==> config.mk <==
export PLATFORM = sky130hd
export DESIGN_NAME = flash_sample_reader
export DESIGN_NICKNAME = d
export VERILOG_FILES = /design/src/rtl/flash_sample_reader.sv
export SDC_FILE = /design/constraint.sdc
export NUM_CORES = 1
export LEC_CHECK = 0
export BUFFER_PORTS_ARGS = -buffer_cell sky130_fd_sc_hd__clkbuf_2
export CAP_MARGIN = 40
export CORE_ASPECT_RATIO = 0.7
export CORE_MARGIN = 2
export CORE_UTILIZATION = 28
export DETAILED_ROUTE_END_ITERATION = 6
export PLACE_DENSITY = 0.57
export SLEW_MARGIN = 5
export SYNTH_ARGS = -nofsm -noshare
export SYNTH_HDL_FRONTEND = slang
export SYNTH_SLANG_ARGS = --single-unit
==> constraint.sdc <==
create_clock -name clk -period 3.1 [get_ports clk]
set_input_delay 0.62 -clock clk [delete_from_list [all_inputs] [get_ports clk]]
set_output_delay 0.62 -clock clk [all_outputs]
set_load 0.05 [all_outputs]
==> src/rtl/flash_sample_reader.sv <==
// rtl/flash_sample_reader.sv - fetches one 32-bit flash word per address and plays its two 8-bit samples
module flash_sample_reader #(
  parameter int ADDR_W  = 23,
  parameter int TIMEOUT = 255
) (
  input  logic              clk,
  input  logic              rst_n,
  input  logic [ADDR_W-1:0] addr_in,
  input  logic              addr_valid,
  output logic              addr_ready,
  input  logic              direction,
  input  logic              sample_tick,
  output logic              flash_read,
  output logic [ADDR_W-1:0] flash_address,
  input  logic              flash_waitrequest,
  input  logic [31:0]       flash_readdata,
  input  logic              flash_readdatavalid,
  output logic [7:0]        sample_out,
  output logic              sample_valid,
  output logic              word_done,
  output logic              timeout_err,
  output logic [15:0]       underrun_cnt
);

  typedef enum logic [2:0] {
    IDLE,
    REQ,
    WAIT_DATA,
    PLAY_FIRST,
    PLAY_SECOND
  } state_t;

  // Last counter value before the abort; the abort fires on the TIMEOUT-th wait cycle
  localparam logic [7:0] TMO_LAST = 8'(TIMEOUT - 1);

  state_t      state;
  logic        dir_q;
  logic [31:0] data_q;
  logic [7:0]  tmo_cnt;
  logic        fetching;

  // The generator may present a new address only while idle
  assign addr_ready = (state == IDLE);
  assign fetching   = (state == IDLE) || (state == REQ) || (state == WAIT_DATA);

  // Fetch/playback sequencer with registered Avalon and sample outputs
  always_ff @(posedge clk or negedge rst_n) begin
    if (!rst_n) begin
      state         <= IDLE;
      dir_q         <= 1'b0;
      data_q        <= 32'd0;
      tmo_cnt       <= 8'd0;
      flash_read    <= 1'b0;
      flash_address <= '0;
      sample_out    <= 8'd0;
      sample_valid  <= 1'b0;
      word_done     <= 1'b0;
      timeout_err   <= 1'b0;
      underrun_cnt  <= 16'd0;
    end else begin
      sample_valid <= 1'b0;
      word_done    <= 1'b0;

      // A tick that arrives before data is ready is lost, so it is only counted
      if (sample_tick && fetching && (underrun_cnt != 16'hFFFF)) begin
        underrun_cnt <= underrun_cnt + 16'd1;
      end

      case (state)
        IDLE: begin
          if (addr_valid) begin
            flash_address <= addr_in;
            dir_q         <= direction;
            timeout_err   <= 1'b0;
            flash_read    <= 1'b1;
            state         <= REQ;
          end
        end
        REQ: begin
          if (!flash_waitrequest) begin
            flash_read <= 1'b0;
            tmo_cnt    <= 8'd0;
            state      <= WAIT_DATA;
          end
        end
        WAIT_DATA: begin
          if (flash_readdatavalid) begin
            data_q <= flash_readdata;
            state  <= PLAY_FIRST;
          end else if (tmo_cnt == TMO_LAST) begin
            timeout_err <= 1'b1;
            state       <= IDLE;
          end else begin
            tmo_cnt <= tmo_cnt + 8'd1;
          end
        end
        PLAY_FIRST: begin
          if (sample_tick) begin
            sample_out   <= dir_q ? data_q[31:24] : data_q[15:8];
            sample_valid <= 1'b1;
            state        <= PLAY_SECOND;
          end
        end
        PLAY_SECOND: begin
          if (sample_tick) begin
            sample_out   <= dir_q ? data_q[15:8] : data_q[31:24];
            sample_valid <= 1'b1;
            word_done    <= 1'b1;
            state        <= IDLE;
          end
        end
        default: state <= IDLE;
      endcase
    end
  end

endmodule

=== Word level (Yosys, flattened, before mapping) ===
Cells that the tools add are included.

* Flip-flop bits (word level): 95
* Input bits: 62
* Output and inout port bits: 52

* Add/sub/neg operators: 2
* Eq/ne operators: 14
* Muxes and demuxes: 26
* Reductions and logical operators: 17

{| class="wikitable"
|+ Operator list
! operator !! number
|-
| 8-bit two-way mux || 7
|-
| 8-bit case mux with 2 select lines || 2
|-
| 3-bit two-way mux || 6
|-
| 16-bit by 1-bit adder with 16-bit output, second input constant || 1
|-
| 16-bit inequality test, second input constant || 1
|-
| 3-bit case mux with 5 select lines || 1
|-
| 2-bit inequality test, second input constant || 6
|-
| 8-bit by 1-bit adder with 8-bit output, second input constant || 1
|-
| 8-bit equality test, second input constant || 1
|-
| 1-bit two-way mux || 8
|-
| 4-bit AND reduction || 2
|-
| 2-bit nonzero test || 4
|-
| 3-bit by 2-bit equality test with 1-bit output, second input constant || 2
|-
| 3-bit AND reduction || 2
|-
| 5-bit AND reduction || 1
|-
| 1-bit case mux with 2 select lines || 2
|-
| 2-bit AND reduction || 2
|-
| 3-bit by 1-bit equality test with 1-bit output, second input constant || 1
|-
| 3-bit equality test, second input constant || 1
|-
| 3-bit logical NOT || 1
|-
| 3-bit by 2-bit inequality test with 1-bit output, second input constant || 1
|-
| 1-bit logical AND || 2
|-
| 1-bit logical OR || 2
|-
| 2-bit by 1-bit inequality test with 1-bit output, second input constant || 1
|-
| 2-bit OR reduction || 1
|}

=== Longest topological paths before layout ===
Gate-level depths: netlist (run 1).

* Depth after elaboration: 5
* Gate-level depth with buffers: 6
* Mapped depth without buffers: 6

=== Least setup slack after synthesis (run 1) ===
OpenSTA, ideal clock, no wires.

* Path kind: register to register
* From: reg state[2]
* To: reg flash_address[0]
* Setup time: 125 ps
* Arrival time: 2,619 ps
* Setup slack: 356 ps
* Stages on the path, launching flop included: 7
* Path buffers: 3
* Clock period less this slack: 2,744 ps
* Cells stage by stage: dfrtp_1 clkbuf_1 nor3_1 and2_1 buf_2 buf_2 mux2_2

* Longest elaborated chain between the ends: 2

{| class="wikitable"
|+ Ends and longest elaborated chain
! item !! RTL line !! source
|-
| from (decl) || 36 || <nowiki>state_t state;</nowiki>
|-
| from (signal assigned) || 49 || <nowiki>state <= IDLE;</nowiki>
|-
| from (signal assigned) || 76 || <nowiki>state <= REQ;</nowiki>
|-
| from (signal assigned) || 83 || <nowiki>state <= WAIT_DATA;</nowiki>
|-
| 3-bit logical NOT || -- ||
|-
| named net addr_ready || 10 || <nowiki>output logic addr_ready,</nowiki>
|-
| 2-bit AND reduction (no source line) || -- ||
|-
| to (signal assigned) || 72 || <nowiki>flash_address <= addr_in;</nowiki>
|-
| to (decl) || 14 || <nowiki>output logic [ADDR_W-1:0] flash_address,</nowiki>
|}

The timed path passes the listed nets, and every way through them passes these cells.
A chain may end at the register's enable or synchronous reset.

=== Worst setup path in the final report (run 1) ===
* From: reg state[0]
* To: reg tmo_cnt[1]

* Longest elaborated chain between the ends: 3

{| class="wikitable"
|+ Ends and longest elaborated chain
! item !! RTL line !! source
|-
| 3-bit by 2-bit equality test with 1-bit output / 3-bit by 1-bit equality test with 1-bit output (equally long branches) || 69 || <nowiki>case (state)</nowiki>
|-
| 2-bit inequality test (no source line) / 2-bit nonzero test (equally long branches) || -- ||
|-
| 4-bit AND reduction (no source line) || -- ||
|-
| to (signal assigned) || 94 || <nowiki>tmo_cnt <= tmo_cnt + 8'd1;</nowiki>
|-
| to (decl) || 39 || <nowiki>logic [7:0] tmo_cnt;</nowiki>
|}

Parallel ways exist; a longest one is shown, timed or not.

==> reports/qor.txt, run 1 <==
Routed WL: 7620 um
Post-route minimum period: 2.22 ns
CTS tree: done
Yosys cell types: 42
Site Rows: 34
WP data arrival: 2.43 ns
Most common cell after layout, fill and taps aside: clkbuf_2
Mapped cell area: 0.00350 sq mm
Status: completed
Max-cap violations: 0
Avg Cell Area, Syn: 12.3 sq um
Switching pwr: 2.16 mW
Post-CTS setup buffers: 0
Max Slew Vio Count: 0
Crit path required time: 3.31 ns
Final hold vios: 0
Clock slew seen by the registers of the worst setup and hold paths: 0.06 ns
Yosys warns: 0
Post-route clock period utilization: 0.717
Setup Crit Path Kind: reg2reg
PortBufs: 97
Final Non-Filler Cells: 554
Total global-route track usage: 0.122
DIE AREA: 0.0134 sq mm
DRT iter0 DRCs: 95
Top FF cell, synth: dfrtp_1
Internal power: 2.87 mW
Ys async rst share: 1.00
RSZ-0062 raised after global routing: no
Synthesized flop and latch total: 79
Post-DRT Antenna Nets: 0
Net count, final: 452
Clk sinks: 79
Fmax: 450 MHz
Pin count of the biggest net entering global routing: 45
GR Overflow Total: 0
Tightest Pin Transition: 0.709 ns
Via count: 2566
Avg WL per Cell: 13.8 um
Placed insts: 538
Initial antenna violation count: 0
Post-DP HPWL: 5500 um
PostCTS Resize Cnt: 0
Clk network pwr share: 0.230
Logic pwr share: 0.423
Setup violations, final: 0
Sequential area share after synthesis: 0.564
Commonest non-fill, non-tap cells in the layout: clkbuf_2, dfrtp_1, mux2_2
LEAKAGE: 2.14 nW
Die Wd: 138 um
Global-route wire length before repair: 12900 um
Peak VDD IR: 471 uV
Sequential Power Share: 0.347
Root Driver: clkbuf_16
Startpoint Class: flop
Antenna cell count: 0
Vias per cell: 4.63
Starting Density: 0.285
Dpl ws: 0.799 ns
Die height: 97.6 um
Switching Share: 0.429
Skew final: 0.00758 ns
Power Total: 5.02 mW
Top Ports: 114
Crit. End Element: flop
CORE AREA: 0.0123 sq mm
Post-synth EDFFs: 0
Worst-skew pair later-pin latency: 0.33 ns
Vias in the first global route: 2603
Drt drc: 0
PnR worst setup slack: 0.877 ns
Total clock buffers created by CTS: 9
Synthesis-to-finish area growth: 29.2%
GPL Wtd Cong: 0.807
Worst relative slew slack: 0.525
Peak fanout along the critical path: 15
Cells after synthesis: 285
Power per Cell Area: 1110 mW/mm^2
H-tree levels: 3
Hold buffers post-CTS: 0
Drt first pass iters: 4
Hold Crit Class: in2async
Setup_tns: 0 ns
Post-synthesis net count: 350
Layout cells sized above 1: 0.431
Deepest clock path buffer count: 2
[state kept, by name, summed over array words and instances (netlist names)]
| register | cells |
|---|---|
| sample_out | 8 |
| data_q | 16 |
| underrun_cnt | 16 |
| sample_valid | 1 |
| flash_read | 1 |
| flash_address | 23 |
| word_done | 1 |
| dir_q | 1 |
| tmo_cnt | 8 |
| state | 3 |
| timeout_err | 1 |
[power groups by stage]
| stage | registers [mW] | logic, mW | clock network [mW] |
|---|---|---|---|
| global placement | 1.74 | 2.12 | 0 |
| floorplan | 2.54 | 0.843 | 0 |
| finish | 1.75 | 2.12 | 1.15 |
| global route | 1.81 | 2.28 | 1.25 |
| detailed placement | 1.76 | 2.15 | 0 |
| CTS | 1.75 | 2.15 | 1.20 |
[cells by family (layout without fill, tap and decap cells)]
group / Yosys count / after routing / synth area share
AOI/OAI and AO/OA: 40 / 40 / 0.0754
buffers and inverters: 13 / 120 / 0.0164
xor gates and xnor gates: 11 / 11 / 0.0296
adders and majority gates: 3 / 3 / 0.0107
and+or+nand+nor: 84 / 84 / 0.130
muxes: 55 / 55 / 0.174
DFF: 79 / 79 / 0.564
[area by class of cell]
cell class,instances,area (sq um)
Multi-Input combinational cell,193,1470
Fill cell,1217,7770
Clock buffer,10,239
Timing Repair Buffer,101,538
Sequential cell,79,1980
Tap cell,162,203
Inverter,3,11.3
Clock inverter,6,90.1
[critical path, cell delays in order (launching register included)]
cell	delay (ns)
dfrtp_1	0.54
or4b_1	0.72
o21ba_4	0.32
a21o_1	0.17
mux2_2	0.35
[worst paths after layout]
path                               startpoint                 to  slack (ns)  depth (start not counted)
worst max-delay path                 state[0]         tmo_cnt[1]        0.88                          4
worst min-delay path                    rst_n      sample_out[6]        0.25                          1
worst max register to register       state[0]         tmo_cnt[1]        0.88                          4
worst min register to register  sample_out[2]      sample_out[2]        0.49                          2
max in group asynchronous               rst_n  flash_address[16]        2.26                          2
min in group clk                sample_out[2]      sample_out[2]        0.49                          2
[layer usage]
metal / vias up / track usage / wire, um
met3: 4 / 0.0449 / 554
li1: 1236 / - / -
met5: - / 0 / 0
met4: 0 / 0.0338 / 38
met1: 1246 / 0.165 / 3580
met2: 80 / 0.184 / 3450
[through the flow]
| step | hold WS (ns) | instance area [sq um] | util |
|---|---|---|---|
| 6_report | 0.246 | 4530 | 0.368 |
| 3_5_place_dp | 0.480 | 4200 | 0.341 |
| 2_1_floorplan | 0.324 | 3500 | - |
| 4_1_cts | 0.262 | 4530 | 0.368 |
| 5_1_grt | 0.280 | 4530 | 0.368 |
| 3_3_place_gp | 0.461 | 4160 | 0.339 |
[Yosys cell counts, drive strengths merged, types with 2 or more instances]
master	number	share of area
dfrtp	79	0.56
mux2	46	0.15
nand2	22	0.024
o21ai	15	0.021
nand3	14	0.020
mux2i	9	0.026
nor3	9	0.013
a21oi	7	0.011
buf	7	0.010
xor2	7	0.018
nor2	6	0.0064
and2	5	0.0089
nor3b	5	0.012
and3	4	0.0071
nand2b	4	0.0071
nand4	4	0.0071
o211ai	4	0.0086
xnor2	4	0.012
a21o	3	0.0064
clkbuf	3	0.0032
ha	3	0.011
inv	3	0.0032
nor2b	3	0.0054
a211oi	2	0.0043
a221o	2	0.0057
a31oi	2	0.0036
nor4	2	0.0054
o41ai	2	0.0050
No activity file was read; power rests on OpenSTA's default activity.
==> inputs of run 2 (changes only) <==
Settings changed: ABC_AREA set to 1, PLACE_DENSITY 0.57 to 0.58.
Clock period 3.1 ns to 1.8 ns, I/O delays scaled along.
==> reports/qor.txt, run 2 <==
CORE AREA: 0.0138 sq mm (was 0.0123 sq mm)
Sequential area share after synthesis: 0.501 (was 0.564)
Top Registers: flash_address (23), data_q (16), underrun_cnt (16) (unchanged)
Hold Crit Depth: 3
Via count: 3504 (was 2566)
Yosys cell types: 27 (was 42)
Fmax: 573 MHz
Mapped cell area: 0.00395 sq mm (was 0.00350 sq mm)
Max Slew Vio Count: 0 (unchanged)
Top Ports: 114 (unchanged)
Yosys warns: 0 (unchanged)
Top-count cell post-synth: nand2_1 (was dfrtp_1)
Peak fanout along the critical path: 5 (was 15)
Buf/Inv on CP: 2 (was 0)
GR Overflow Total: 0 (unchanged)
Top cells by area, synth: dfrtp_1, nand2_1, o21ai_0 (was dfrtp_1, mux2_2, mux2i_1)
Net count, final: 688 (was 452)
Vias per cell: 4.28 (was 4.63)
Crit. End Element: output port (was flop)
Skew final: 0.00722 ns (was 0.00758 ns)
Avg WL per Cell: 11.8 um (was 13.8 um)
Synthesis-to-finish area growth: 27.1% (was 29.2%)
Most common cell after layout, fill and taps aside: nand2_1 (was clkbuf_2)
CP top delay family: flip-flops (was simple AND/OR/NAND/NOR gates)
Post-DP HPWL: 7050 um (was 5500 um)
Pin count of the biggest net entering global routing: 43 (was 45)
PnR worst setup slack: 0.0561 ns (was 0.877 ns)
Max FFs per register: 23 (unchanged)
Global-route wire length before repair: 16100 um (was 12900 um)
Synthesized flop and latch total: 79 (unchanged)
Status: completed (unchanged)
CP cell instances: nor2_4, nand2_2, inv_1, buf_4 (was or4b_1, o21ba_4, a21o_1, mux2_2)
Power per Cell Area: 1750 mW/mm^2 (was 1110 mW/mm^2)
Starting Density: 0.285 (about the same)
Post-synth EDFFs: 0 (unchanged)
Setup_tns: 0 ns (unchanged)
Drt drc: 0 (unchanged)
Final hold vios: 0 (unchanged)
Hold Startpoint: addr_in[17]
Deepest clock path buffer count: 2 (unchanged)
Die Wd: 146 um (was 138 um)
CTS tree: done (unchanged)
Power Total: 8.76 mW (was 5.02 mW)
LEAKAGE: 2.60 nW (was 2.14 nW)
PortBufs: 97 (unchanged)
Worst-skew pair later-pin latency: 0.34 ns (was 0.33 ns)
Setup Crit Path Kind: reg2out (was reg2reg)
Initial antenna violation count: 0 (unchanged)
Total global-route track usage: 0.134 (was 0.122)
Reg-to-reg endpoint: tmo_cnt[1] (unchanged)
Post-DRT Antenna Nets: 0 (unchanged)
Synth top cells by count: nand2_1, dfrtp_1, o21ai_0, inv_1, nor2_1 (was dfrtp_1, mux2_2, nand2_1, nand3_1, o21ai_0)
Post-route minimum period: 1.74 ns
Share of the synthesized area in the top cell type: 0.501 (was 0.564)
Crit path required time: 1.44 ns (was 3.31 ns)
Routed WL: 9680 um (was 7620 um)
Post-route clock period utilization: 0.969
Clock slew seen by the registers of the worst setup and hold paths: 0.07 ns (was 0.06 ns)
Clk sinks: 79 (unchanged)
Hold Crit Class: in2reg (was in2async)
GPL Wtd Cong: 0.818 (was 0.807)
R2R setup slack: 0.24 ns (was 0.88 ns)
Antenna cell count: 0 (unchanged)
RSZ-0062 raised after global routing: no (unchanged)
Worst reg2reg path depth: 8 (was 4)
Slowest CP cell: dfrtp_2 (was or4b_1)
Layout cells sized above 1: 0.236 (was 0.431)
Commonest non-fill, non-tap cells in the layout: nand2_1, clkbuf_2, dfrtp_1 (was clkbuf_2, dfrtp_1, mux2_2)
Worst relative slew slack: 0.712 (was 0.525)
Max stage delay on crit path: 0.47 ns (was 0.72 ns)
H-tree levels: 3 (unchanged)
Peak VDD IR: 1160 uV (was 471 uV)
Worst r2r src: state[2] (was state[0])
Drt first pass iters: 4 (unchanged)
DIE AREA: 0.0151 sq mm (was 0.0134 sq mm)
Synth area leader: dfrtp_1 (unchanged)
Vias in the first global route: 3288 (was 2603)
Top FF cell, synth: dfrtp_1 (unchanged)
Max-cap violations: 0 (unchanged)
Tightest Pin Transition: 0.431 ns (was 0.709 ns)
WP data arrival: 1.38 ns (was 2.43 ns)
Hold Path Sink: flash_address[17]
Ys async rst share: 1.00 (unchanged)
Dpl ws: 0.270 ns (was 0.799 ns)
Cells after synthesis: 517 (was 285)
Die height: 103 um (was 97.6 um)
Site Rows: 36 (was 34)
Top reg by flops: flash_address (unchanged)
DRT iter0 DRCs: 201 (was 95)
Startpoint Class: flop (unchanged)
Post-synthesis net count: 582 (was 350)
Post-route cell area: 0.00502 sq mm (was 0.00453 sq mm)
Setup violations, final: 0 (unchanged)
Avg Cell Area, Syn: 7.63 sq um (was 12.3 sq um)
Root Driver: clkbuf_16 (unchanged)
Placed Area: 0.00467 sq mm (was 0.00420 sq mm)
Total clock buffers created by CTS: 9 (unchanged)
## run 2: cell count changes after synthesis, moves of 7 or more
cell     before  now
mux2i_1       9    0
mux2_2       46    0
o21ai_1       1    8
inv_1         3   45
nor2_1        6   22
nand2_1      22  239
nor3_1        9    0
o21ai_0      14   47
## run 2: report_power, final
group | switching (mW) | internal (mW)
Combinational | 2.94 | 1.01
Sequential | 0.452 | 2.41
Clock | 0.842 | 1.11
## run 2: cell families after synthesis
kind of cell | synth area share
buf+inv | 0.0755
xor+xnor | 0.0222
simple gates | 0.307
fa+ha+maj | 0.00951
flops | 0.501
compound gates | 0.0853
## run 2: timing repair
action,in CTS,in global routing
resized for setup,3,1
hold buffers,1,0
hold endpoints to repair,12,0
buffers inserted,0,2
pin swaps,0,1
setup endpoints to repair,1,1
## run 2: tightest hold or removal path, cell delays in order
cell	delay [ns]
clkbuf_2	0.07
nand2_1	0.04
nand2_1	0.05
## run 2: stage by stage
stage,std cells,hold slack (ns),utilization
after floorplan,517,0.0644,-
after global placement,799,0.232,0.338
after detailed placement,799,0.232,0.338
after CTS,816,0.199,0.362
after global routing,818,0.206,0.363
final,818,0.211,0.363
## run 2: how the worst max path moves through the flow
stage,start,end,cells past startpoint
global placement,state[0],sample_out[2],7
floorplan,underrun_cnt[0],underrun_cnt[3],9
detailed placement,state[0],sample_out[5],7
finish,state[2],addr_ready,4
CTS,state[2],addr_ready,4
global route,state[2],addr_ready,4
## run 2: per-layer routing
metal / track usage / routed length, um
met1: 0.188 / 4940
met2: 0.194 / 3930
met3: 0.0513 / 737
met4: 0.0362 / 72
met5: 0 / 0
## run 2: cell type report
class / count / area (sq um)
well taps: 190 / 238
fillers: 1465 / 8810
repair buffers: 110 / 616
clock buffers: 9 / 225
inverters: 52 / 195
multi-input cells: 371 / 1670
flip-flops and latches: 79 / 1980
clock inverters: 7 / 87.6
==> inputs of run 3 (changes only) <==
Settings changed: ABC_AREA 1 to not set, PLACE_DENSITY 0.58 to 0.59.
==> reports/qor.txt, run 3 (synthesis results as in run 1) <==
Status: completed (unchanged)
Tightest Pin Transition: 0.433 ns (was 0.431 ns)
Post-DP HPWL: 5750 um (was 7050 um)
Clock slew seen by the registers of the worst setup and hold paths: 0.06 ns (was 0.07 ns)
Die height: 97.6 um (was 103 um)
Clk sinks: 79 (unchanged)
Die Wd: 138 um (was 146 um)
Vias in the first global route: 2637 (was 3288)
Crit path depth: 4 (unchanged)
Max stage delay on crit path: 0.54 ns (was 0.47 ns)
Routed WL: 8120 um (was 9680 um)
Via count: 2633 (was 3504)
Fmax: 567 MHz (was 573 MHz)
Hold Crit Class: in2reg (unchanged)
Placed insts: 558 (was 799)
Internal power: 5.43 mW (was 4.53 mW)
Sequential Power Share: 0.320 (was 0.327)
Deepest clock path buffer count: 2 (unchanged)
Initial antenna violation count: 0 (unchanged)
Placed Area: 0.00450 sq mm (was 0.00467 sq mm)
Final Non-Filler Cells: 575 (was 818)
Slowest CP cell: or4b_1 (was dfrtp_2)
Hold Crit Depth: 2 (was 3)
Buf/Inv on CP: 0 (was 2)
GPL Wtd Cong: 0.780 (was 0.818)
Top Ports: 114 (unchanged)
Max-cap violations: 0 (unchanged)
CP Launch Point: state[2] (unchanged)
CTS tree: done (unchanged)
Post-route minimum period: 1.76 ns (was 1.74 ns)
GR Overflow Total: 0 (unchanged)
Root Driver: clkbuf_16 (unchanged)
Net count, final: 474 (was 688)
RSZ-0062 raised after global routing: yes (was no)
Switching Share: 0.414 (was 0.483)
Setup violations, final: 0 (unchanged)
Most common cell after layout, fill and taps aside: clkbuf_2 (was nand2_1)
Dpl ws: -0.00674 ns (was 0.270 ns)
Startpoint Class: flop (unchanged)
Reg-to-reg endpoint: tmo_cnt[1] (unchanged)
Logic pwr share: 0.456 (was 0.450)
Total clock buffers created by CTS: 9 (unchanged)
Total global-route track usage: 0.127 (was 0.134)
Starting Density: 0.285 (about the same)
WP data arrival: 1.98 ns (was 1.38 ns)
Worst relative slew slack: 0.712 (about the same)
Site Rows: 34 (was 36)
DIE AREA: 0.0134 sq mm (was 0.0151 sq mm)
Setup Crit Path Kind: reg2reg (was reg2out)
Top reg by flops: flash_address (unchanged)
Power per Cell Area: 1900 mW/mm^2 (was 1750 mW/mm^2)
Skew final: 0.00464 ns (was 0.00722 ns)
PnR worst setup slack: 0.0376 ns (was 0.0561 ns)
Max FFs per register: 23 (unchanged)
Layout cells sized above 1: 0.506 (was 0.236)
Peak VDD IR: 1120 uV (was 1160 uV)
Antenna cell count: 0 (unchanged)
Worst Hold Slack: 0.256 ns (was 0.211 ns)
Worst-skew pair later-pin latency: 0.33 ns (was 0.34 ns)
Power Total: 9.28 mW (was 8.76 mW)
Drt first pass iters: 4 (unchanged)
LEAKAGE: 2.32 nW (was 2.60 nW)
Max Slew Vio Count: 0 (unchanged)
R2R setup slack: 0.04 ns (was 0.24 ns)
Global-route wire length before repair: 13200 um (was 16100 um)
H-tree levels: 3 (unchanged)
Post-route clock period utilization: 0.979 (was 0.969)
Final hold vios: 0 (unchanged)
CP top delay family: simple AND/OR/NAND/NOR gates (was flip-flops)
DRT iter0 DRCs: 175 (was 201)
Post-DRT Antenna Nets: 0 (unchanged)
Top Registers: flash_address (23), data_q (16), underrun_cnt (16) (unchanged)
Peak fanout along the critical path: 4 (was 5)
Commonest non-fill, non-tap cells in the layout: clkbuf_2, dfrtp_1, mux2_2 (was nand2_1, clkbuf_2, dfrtp_1)
CP cell instances: or4b_1, o21ba_4, a21o_1, mux2_4 (was nor2_4, nand2_2, inv_1, buf_4)
Crit. End Element: flop (was output port)
Synthesis-to-finish area growth: 39.3% (was 27.1%)
Vias per cell: 4.58 (was 4.28)
Worst Setup EP: tmo_cnt[1] (was addr_ready)
Drt drc: 0 (unchanged)
Switching pwr: 3.84 mW (was 4.23 mW)
Pin count of the biggest net entering global routing: 50 (was 43)
PortBufs: 97 (unchanged)
Clk network pwr share: 0.224 (was 0.223)
Avg WL per Cell: 14.1 um (was 11.8 um)
Fill count: 1228 (was 1465)
CORE AREA: 0.0123 sq mm (was 0.0138 sq mm)
Crit path required time: 2.02 ns (was 1.44 ns)
Post-route cell area: 0.00488 sq mm (was 0.00502 sq mm)
Worst r2r src: state[2] (unchanged)
Worst reg2reg path depth: 4 (was 8)
==> run 3: metal layers <==
layer | wire length (um) | GRT usage
met1 | 3800 | 0.166
met2 | 3700 | 0.198
met3 | 479 | 0.0438
met4 | 140 | 0.0400
met5 | 0 | 0
==> run 3: per-stage QoR <==
stage                     setup TNS, ns   util
after floorplan                   -3.20      -
after global placement                0  0.366
after detailed placement        -0.0109  0.366
after CTS                             0  0.394
after global routing             -0.146  0.397
final                                 0  0.397
==> run 3: repair_timing <==
item                                    CTS  global route
endpoints found under the setup margin    1            16
endpoints found under the hold margin     5             0
gates resized for setup                   1             4
pin swaps                                 0             2
buffers inserted                          0             1
hold buffers                              1             0
==> run 3: worst min path at each step <==
stage	from	endpoint	slack, ns
3_3_place_gp	rst_n	underrun_cnt[14]	0.18
4_1_cts	flash_readdata[12]	data_q[12]	0.24
6_report	flash_readdata[12]	data_q[12]	0.26
2_1_floorplan	rst_n	data_q[10]	0.06
5_1_grt	addr_in[1]	flash_address[1]	0.24
3_5_place_dp	rst_n	underrun_cnt[14]	0.18
==> run 3: cell type report <==
cell class / count / area, sq um / area share
clock inverter: 5 / 106 / 0.0218
sequential: 79 / 2000 / 0.409
clock buffer: 10 / 229 / 0.0469
multi-input combinational: 193 / 1610 / 0.330
timing repair buffer: 123 / 726 / 0.149
inverter: 3 / 11.3 / 0.00231
tap: 162 / 203 / 0.0415
==> run 3: power by group through the flow <==
| stage | clock network (mW) | registers (mW) | logic [mW] |
|---|---|---|---|
| after floorplan | 0 | 4.43 | 1.72 |
| after global placement | 0 | 2.96 | 4.17 |
| after detailed placement | 0 | 3.00 | 4.22 |
| after CTS | 2.15 | 2.97 | 4.25 |
| after global routing | 2.23 | 3.08 | 4.53 |
| final | 2.08 | 2.97 | 4.23 |
